File: config.mk
export PLATFORM = sky130hd
export DESIGN_NAME = sorted_vector_serializer
export DESIGN_NICKNAME = d
export VERILOG_FILES = /design/src/rtl/sorted_vector_serializer.sv
export SDC_FILE = /design/constraint.sdc
export NUM_CORES = 1
export LEC_CHECK = 0
export CAP_MARGIN = 20
export CORE_MARGIN = 4
export CORE_UTILIZATION = 49
export CTS_CLUSTER_DIAMETER = 100
export DETAILED_ROUTE_END_ITERATION = 16
export PLACE_DENSITY = 0.79
export SYNTH_ARGS = -nofsm -noshare
export SYNTH_HDL_FRONTEND = slang
export SYNTH_SLANG_ARGS = --single-unit
File: constraint.sdc
create_clock -name clk -period 3.65 [get_ports clk]
set_clock_uncertainty 0.05 [all_clocks]
set_input_delay 0.365 -clock clk [delete_from_list [all_inputs] [get_ports clk]]
set_output_delay 0.365 -clock clk [all_outputs]
set_load 0.05 [all_outputs]
File: src/rtl/sorted_vector_serializer.sv
`default_nettype none
// ============================================================================
// Module   : sorted_vector_serializer
// Purpose  : Captures one sorted N-element vector and streams it out one
//            element per cycle with index/last flags. Optional run-dedup via
//            macro SORTED_SERIALIZER_DEDUP_EN.
// Revision : 1.0 - initial release
// ============================================================================
module sorted_vector_serializer #(
  parameter int N           = 16,
  parameter int log_N       = 4,
  parameter int INPUT_WIDTH = 4
) (
  input  logic                       clk,
  input  logic                       reset,
  input  logic                       in_valid,
  output logic                       in_ready,
  input  logic [0:N*INPUT_WIDTH-1]   in,
  output logic                       out_valid,
  input  logic                       out_ready,
  output logic [INPUT_WIDTH-1:0]     out,
  output logic [log_N-1:0]           out_idx,
  output logic                       out_last
);

  typedef enum logic [0:0] {
    S_IDLE   = 1'b0,
    S_STREAM = 1'b1
  } state_t;

  state_t                 r_state;
  state_t                 w_state_nxt;
  logic [INPUT_WIDTH-1:0] r_buf [N];
  logic [log_N-1:0]       r_count;
  logic [log_N-1:0]       w_count_nxt;
  logic                   w_last;
  logic                   w_in_hs;
  logic                   w_out_hs;

`ifdef SORTED_SERIALIZER_DEDUP_EN
  logic [N-1:0] r_keep;
  logic [N-1:0] w_keep_cap;
  logic         w_found;

  // Keep marks the first element of each run of equal values; the priority
  // encoder picks the lowest kept index above count so runs are skipped
  // without bubbles.
  always_comb begin
    w_keep_cap    = '0;
    w_keep_cap[0] = 1'b1;
    for (int k = 1; k < N; k++) begin
      w_keep_cap[k] = (in[k*INPUT_WIDTH +: INPUT_WIDTH] !=
                       in[(k-1)*INPUT_WIDTH +: INPUT_WIDTH]);
    end
    w_found     = 1'b0;
    w_count_nxt = r_count;
    for (int k = N-1; k >= 0; k--) begin
      if (r_keep[k] && (k > int'(r_count))) begin
        w_found     = 1'b1;
        w_count_nxt = log_N'(k);
      end
    end
  end

  assign w_last = ~w_found;
`else
  assign w_count_nxt = r_count + log_N'(1);
  assign w_last      = (r_count == log_N'(N-1));
`endif

  assign w_in_hs  = in_valid & in_ready;
  assign w_out_hs = out_valid & out_ready;

  always_ff @(posedge clk) begin
    if (reset) begin
      r_state <= S_IDLE;
    end else begin
      r_state <= w_state_nxt;
    end
  end

  // in_ready depends combinationally on out_ready so a new vector can be
  // taken on the final handshake of the current one.
  always_comb begin
    w_state_nxt = r_state;
    in_ready    = 1'b0;
    out_valid   = 1'b0;
    case (r_state)
      S_IDLE: begin
        in_ready = 1'b1;
        if (in_valid) begin
          w_state_nxt = S_STREAM;
        end
      end
      S_STREAM: begin
        out_valid = 1'b1;
        in_ready  = w_last & out_ready;
        if (out_ready && w_last && !in_valid) begin
          w_state_nxt = S_IDLE;
        end
      end
      default: w_state_nxt = S_IDLE;
    endcase
  end

  always_comb begin
    out      = '0;
    out_idx  = '0;
    out_last = 1'b0;
    if (r_state == S_STREAM) begin
      out      = r_buf[r_count];
      out_idx  = r_count;
      out_last = w_last;
    end
  end

  always_ff @(posedge clk) begin
    if (reset) begin
      r_count <= '0;
      for (int k = 0; k < N; k++) begin
        r_buf[k] <= '0;
      end
`ifdef SORTED_SERIALIZER_DEDUP_EN
      r_keep <= '0;
`endif
    end else if (w_in_hs) begin
      r_count <= '0;
      for (int k = 0; k < N; k++) begin
        r_buf[k] <= in[k*INPUT_WIDTH +: INPUT_WIDTH];
      end
`ifdef SORTED_SERIALIZER_DEDUP_EN
      r_keep <= w_keep_cap;
`endif
    end else if (w_out_hs && !w_last) begin
      r_count <= w_count_nxt;
    end
  end

endmodule
`default_nettype wire
---- Word level (Yosys, flattened, before mapping) ----
Memory sizes are Yosys's and may differ from the RTL's. A register that Yosys moved wholly into a read port is not among the register bits.
Index checks and enable logic that the tools add are counted.
storage, ports and cells
  register bits ........................... 5
  bits in writable memories ............... 64
  input port bits ......................... 68
  output and inout bits ................... 11
  word-level logic and storage cells ...... 62
  memories ................................ 1
operators by class
  $add $sub $neg .......................... 1
  eq/ne operators ......................... 1
  muxes and demuxes ....................... 31
  bitwise gates (word level) .............. 20
  reduce and logical (&&, ||, !) cells .... 6
memories
  name   words  width  read ports  clocked after memory_dff  wr ports  line  RTL
  r_buf  16     4      1           1                         16        33    logic [INPUT_WIDTH-1:0] r_buf [N];
operators with widths
  cell                   number
  $mux W4                20
  $or A1 B1 Y1           16
  $mux W1                9
  $add A4 B1 Y4 const B  1
  $eq A4 B4 Y1 const B   1
  $pmux W1 S2            2
  $and A1 B1 Y1          3
  $logic_and A1 B1 Y1    3
  $logic_not A1 Y1       2
  $reduce_or A2 Y1       1
  $not A1 Y1             1

---- Longest topological paths before layout ----
Gate-level depths: netlist of run 1.
  depth after elaboration ................. 8
  mapped depth ............................ 6
  depth with buffers taken out ............ 5

---- Least setup slack after synthesis of run 1 ----
Ideal clock, no wire load.
  path kind ............................... reg2reg
  start point ............................. register r_count[0]
  end point ............................... memory r_buf[0][0], enable pin
  library setup time ...................... 0.425 ns
  arrival time ............................ 2.569 ns
  data required time ...................... 3.175 ns
  path slack .............................. 0.606 ns
  stages on the path, launching flop included .. 5
  buffers on the path ..................... 0
  period minus slack after synthesis ...... 3.044 ns
  cell sequence ........................... dfxtp_1 ha_1 nand4_1 nand2_1 a21o_1
RTL lines
  what                    line  RTL
  from (decl)             34    logic [log_N-1:0] r_count;
  from (signal assigned)  135   r_count <= w_count_nxt;
  to (decl)               33

==> results.yml, run 1 <==
floorplan:
  io_pins: 79
  die_w_um: 90.0
  fp.dieArea_um2: 8090
  core-area_um2: 6420
  die_y_um: 90.0
  rows: 29
  initial_core_util_pct: 51.3
min_path:
  min_from: "r_count[1]$_SDFFE_PP0P_"
  hp-class: "flip-flop to flip-flop"
  holdPathStages: 2
final_layout:
  stdcell_area_um2: 4390
  layout.nets: 380
  area_growth_pct: 33.2
  register_area_um2: 2100
  fin_util_pct: 68.3
  multi_input_area_um2: 1120
  fillers: 441
  insertedDiodeCount: 0
  layout-drive-gt1-share_pct: 9.18
clock_tree:
  clock_latency_ps: 350
  cts_setup_buffers: 0
  clk_pin_slew_ps: 80
  cts.sinks: 73
  clock_tree.buffer_depth: 2
  ctsResizeCount: 0
  tritoncts: "done"
  clockRootBuffer: "clkbuf_8"
  cts_made_buffers: 9
  hold_buffers: 0
  h-tree-depth: 3
power_and_ir_drop:
  seqPwrFrac_pct: 50.9
  ir_drop_mv: 0.220
  power_leakage_nw: 1.62
  p_clk_share_pct: 39.2
  cell_internal_pwr_w: 0.00156
  switching_share_pct: 20.3
  power.density_nw_per_um2: 446
  p_switching_w: 0.000397
  combPwrFrac_pct: 9.9
  p_total_w: 0.00195
timing:
  relSlewSlack_pct: 62.5
  rsz0062_at_grt: "false"
  finalSetupTns_ps: 0
  setup_viol: 0
  setup_ws_ps: 469
  min_period_over_period_pct: 87.1
  hold_violations: 0
  max_freq_ghz: 0.314
  tightest_slew_ps: 561
  slew_viol_final: 0
  min_period_ps: 3180
route:
  viasPerCell: 5.30
  drc: 0
  drtIter0Drc: 112
  firstDrtPassIters: 4
  dr_total_vias: 2082
  antenna_left: 0
  routedWlPerCell_um: 16.9
  drt_wl_total_um: 6630
yosys:
  synth_top_family_by_area: "simple AND/OR/NAND/NOR gates"
  ys_seq_area_share_pct: 63.9
  post-synth-top-area-fraction_pct: 58.4
  synthSimpleGateAreaFrac_pct: 17.9
  synthAdderAreaFrac_pct: 0.380
  synth_fp_nets: 297
  synthArstFlopShare_pct: 0
  synth_area_um2: 3290
  syn_inst: 228
  synth-edff-count: 64
  synthTopCellsByArea: "edfxtp_1 58%, and2_1 8.6%, dfxtp_1 5.5%"
  synth_compound_gate_area_share_pct: 3.12
  yosysUniqueCellTypes: 33
  yosys-mux-area-fraction_pct: 11.9
  synth_top_area_cell: "edfxtp_1"
  synthFlopType: "edfxtp_1"
  synth_xor_area_share_pct: 0.532
  ys_ff_latch: 73
  avgSynthCellArea_um2: 14.4
  yosys_warnings: 0
place:
  gp_congestion: 0.783
  dpl_cell_area_um2: 4140
  portBuffers: 78
  hpwl_um: 4730
  dp_slack_ps: 813
global_routing:
  antenna_found_initial: 0
  use_met1_pct: 21.5
  use_met2_pct: 28.8
  grt_busiest_layer: "met2"
  grt_pass1_wl_um: 10900
  grt_usage_pct: 17.5
  grt-ovfl-total: 0
  grt_start_max_net_pins: 41
  grt_pass1_vias: 2187
  grt_util_met3_pct: 4.34
worst_setup_path:
  r2r-end: "r_buf[9][0]$_SDFFCE_PN0P_"
  slowest_delay_ps: 700
  crit_chain: "buf_4, mux4_2, a22oi_1, nand2_1, clkdlybuf4s50_1"
  cp-end-kind: "output port"
  critPathRequiredTime_ps: 3230
  crit_buf_inv: 2
  crit_fanout: 10
  crit_type: "flip-flop to output port"
  path_delay_family: "buffers and inverters"
  timing.rr.start: "r_count[0]$_SDFFE_PP0P_"
  reg2reg_depth: 5
  critPathLaunchType: "flip-flop"
  arrival_ps: 2770
  crit_slowest_cell: "clkdlybuf4s50_1"
  r2r_slack_ps: 1450
outcome:
  status: "finished clean"
job:
  maxCapViolCount: 0
-- worst max path at each step --
stage / from / to / slack (ps) / cells after the start
2_1_floorplan: r_count[0]$_SDFFE_PP0P_ / r_buf[0][0]$_SDFFCE_PN0P_ / 610 / 4
3_3_place_gp: flip-flop / out[3] / 880 / 5
3_5_place_dp: flip-flop / out[3] / 810 / 5
4_1_cts: flip-flop / out[3] / 430 / 5
5_1_grt: flip-flop / out[3] / 250 / 5
6_report: flip-flop / out[3] / 470 / 5
-- synthesized netlist by cell type (all sizes together) (2+ instances only) --
| cell | n |
|---|---|
| a21oi | 3 |
| a22oi | 5 |
| a31oi | 2 |
| and2 | 45 |
| and3 | 2 |
| and3b | 2 |
| buf | 4 |
| clkbuf | 8 |
| dfxtp | 9 |
| edfxtp | 64 |
| mux2 | 2 |
| mux2i | 10 |
| mux4 | 11 |
| nand2 | 9 |
| nand3 | 4 |
| nand4 | 2 |
| nor2 | 8 |
| nor2b | 25 |
| nor3 | 2 |
| o21ai | 3 |
| xnor2 | 2 |
-- layout make-up --
type                       instances  area share [%]
timing repair buffer              84            18.8
clock inverter                     5            2.34
multi-input combinational        143            25.5
sequential                        73            47.9
tap                               77            2.20
clock buffer                      11            3.22
-- metal layers --
metal	up-vias	part of all wire, %
li1	1002	-
met1	986	41
met2	80	51
met3	14	6.1
met4	0	1.9
met5	-	0
-- worst reg2reg max path, delay by kind of cell (launching register included) --
kind | cells | cell delay, ps
AO/OA/AOI/OAI | 1 | 470
adder cells (fa/ha/maj) | 1 | 240
buffers and inverters | 1 | 410
flip-flops | 1 | 420
AND/OR/NAND/NOR | 2 | 280
-- through the flow --
step / hold WS (ps) / cells
4_1_cts: 497 / 393
3_3_place_gp: 479 / 377
3_5_place_dp: 486 / 377
5_1_grt: 545 / 393
2_1_floorplan: 432 / 228
6_report: 505 / 393
-- layout by cell type, fill, tap and decap left out, drive strengths merged, types with 8 or more instances in the layout --
cell,instances
mux2i,10
nor2,8
edfxtp,64
clkdlybuf4s50,78
nand2,9
dfxtp,9
mux4,11
clkbuf,11
and2,45
nor2b,25
-- kinds of logic (layout without fill, tap and decap cells) --
logic type               after synthesis  in the layout
AND/OR/NAND/NOR                      101            101
flip-flops                            73             73
multiplexers                          23             23
AO/OA/AOI/OAI                         16             16
buffers and inverters                 12            100
XOR/XNOR                               2              2
adder cells (fa/ha/maj)                1              1
-- power groups by stage --
stage	Sequential [W]	Clock (W)	Combinational [W]
CTS	0.000996	0.000775	0.000196
detailed placement	0.00101	0	0.000194
finish	0.000994	0.000767	0.000194
floorplan	0.00100	0	0.0000961
global route	0.00100	0.000819	0.000210
global placement	0.00101	0	0.000191
-- sequential cells by signal, indices dropped and copies added (netlist names), named ones only --
register and count:
r_count 4, r_state 1, r_buf 64
Note: power is estimated with default switching activity, not from simulation.
==> run 2: changes to the inputs <==
CORE_MARGIN = 5   (was 4)
CTS_CLUSTER_SIZE = 16   (was unset)
==> results.yml, run 2 (same netlist as run 1, synthesis figures left out) <==
final_layout:
  layout.nets: 379
  area_growth_pct: 35.0
  stdcell_area_um2: 4450
  register_area_um2: 2100
  layout.cells.non_filler: 392
  largest_reg_flops: 64
  final_common_cell: "clkdlybuf4s50_1"
  final_cell_mix: "78 x clkdlybuf4s50_1, 64 x edfxtp_1, 45 x and2_1"
  insertedDiodeCount: 0
  top_regs: "r_buf (64), r_count (4), r_state (1)"
  multi_input_area_um2: 1120
  top_register: "r_buf"
  layout-drive-gt1-share_pct: 8.89
  fillers: 462
global_routing:
  grt_pass1_wl_um: 10800
  antenna_found_initial: 0
  grt-ovfl-total: 0
  grt_usage_pct: 16.8
  grt_start_max_net_pins: 41
  grt_pass1_vias: 2227
clock_tree:
  cts_setup_buffers: 0
  clock_latency_ps: 330
  clk_pin_slew_ps: 70
  clockRootBuffer: "clkbuf_8"
  h-tree-depth: 3
  tritoncts: "done"
  cts_made_buffers: 9
  clock_tree.buffer_depth: 2
  hold_buffers: 0
  cts.sinks: 73
  ctsResizeCount: 0
timing:
  relSlewSlack_pct: 49.6
  min_period_ps: 3200
  rsz0062_at_grt: "false"
  setup_viol: 0
  tightest_slew_ps: 757
  min_period_over_period_pct: 87.6
  hold_violations: 0
  slew_viol_final: 0
  finalSetupTns_ps: 0
  max_freq_ghz: 0.313
place:
  gp_congestion: 0.756
  dp_cells: 375
  portBuffers: 78
  hpwl_um: 4860
  dpl_cell_area_um2: 4140
route:
  firstDrtPassIters: 5
  antenna_left: 0
  dr_total_vias: 2090
  drt_wl_total_um: 6790
  routedWlPerCell_um: 17.3
  drtIter0Drc: 126
  viasPerCell: 5.33
  drc: 0
floorplan:
  initial_core_util_pct: 51.0
  fp.dieArea_um2: 8460
  die_y_um: 92.0
  core-area_um2: 6460
  io_pins: 79
  die_w_um: 92.0
  rows: 29
power_and_ir_drop:
  power_leakage_nw: 1.65
  power.density_nw_per_um2: 465
  ir_drop_mv: 0.272
min_path:
  hp-class: "flip-flop to flip-flop"
  holdPathStages: 2
worst_setup_path:
  crit_fanout: 10
  crit_chain: "buf_4, nor2b_2, a22o_1, a22oi_1, o22ai_1, clkdlybuf4s50_1"
  crit_type: "flip-flop to output port"
  cp-end-kind: "output port"
  critPathLaunchType: "flip-flop"
  r2r_slack_ps: 1430
  critPathRequiredTime_ps: 3230
  slowest_delay_ps: 850
  reg2reg_depth: 5
  crit_slowest_cell: "clkdlybuf4s50_1"
  arrival_ps: 2780
job:
  maxCapViolCount: 0
outcome:
  status: "finished clean"
## run 2: layout make-up
class                   count  area share [%]
flip-flops and latches     73            47.3
clock inverters             6            3.46
repair buffers             83            19.1
well taps                  77            2.17
clock buffers              10            2.87
multi-input cells         143            25.1
## run 2: power breakdown
| part | total (W) | switching, W | internal, W |
|---|---|---|---|
| combinational | 0.000198 | 0.0000805 | 0.000117 |
| clock | 0.000873 | 0.000283 | 0.000591 |
| sequential | 0.000994 | 0.0000227 | 0.000972 |
## run 2: worst paths after layout
kind                                                   to                    start
worst min-delay path                            flip-flop  r_count[1]$_SDFFE_PP0P_
worst min register to register                  flip-flop  r_count[1]$_SDFFE_PP0P_
worst max register to register  r_buf[9][2]$_SDFFCE_PN0P_  r_count[0]$_SDFFE_PP0P_
worst max-delay path                               out[2]                flip-flop
## run 2: metrics by stage
step | total power, W | hold slack (ps) | setup slack (ps) | util, %
6_report | 0.00207 | 492 | 452 | 68.8
3_3_place_gp | 0.00120 | 478 | 893 | 64.1
5_1_grt | 0.00214 | 515 | 305 | 68.8
2_1_floorplan | 0.00110 | 432 | 606 | -
3_5_place_dp | 0.00121 | 482 | 833 | 64.1
4_1_cts | 0.00208 | 488 | 439 | 68.4
## run 2: critical path, delay by kind of cell, from the launching register on
kind                   cells  cell delay (ps)
AO/OA/AOI/OAI              3              460
buffers and inverters      2             1110
flip-flops                 1              680
AND/OR/NAND/NOR            1              200
## run 2: layer usage
| metal | part of all wire (%) | track usage (%) | up-vias | wire length, um |
|---|---|---|---|---|
| met5 | 0 | 0 | - | 0 |
| met4 | 1.3 | 5.69 | 0 | 90 |
| met3 | 7.0 | 5.32 | 9 | 473 |
| met2 | 51 | 27.9 | 84 | 3460 |
| met1 | 41 | 20.8 | 1000 | 2770 |
| li1 | - | - | 997 | - |
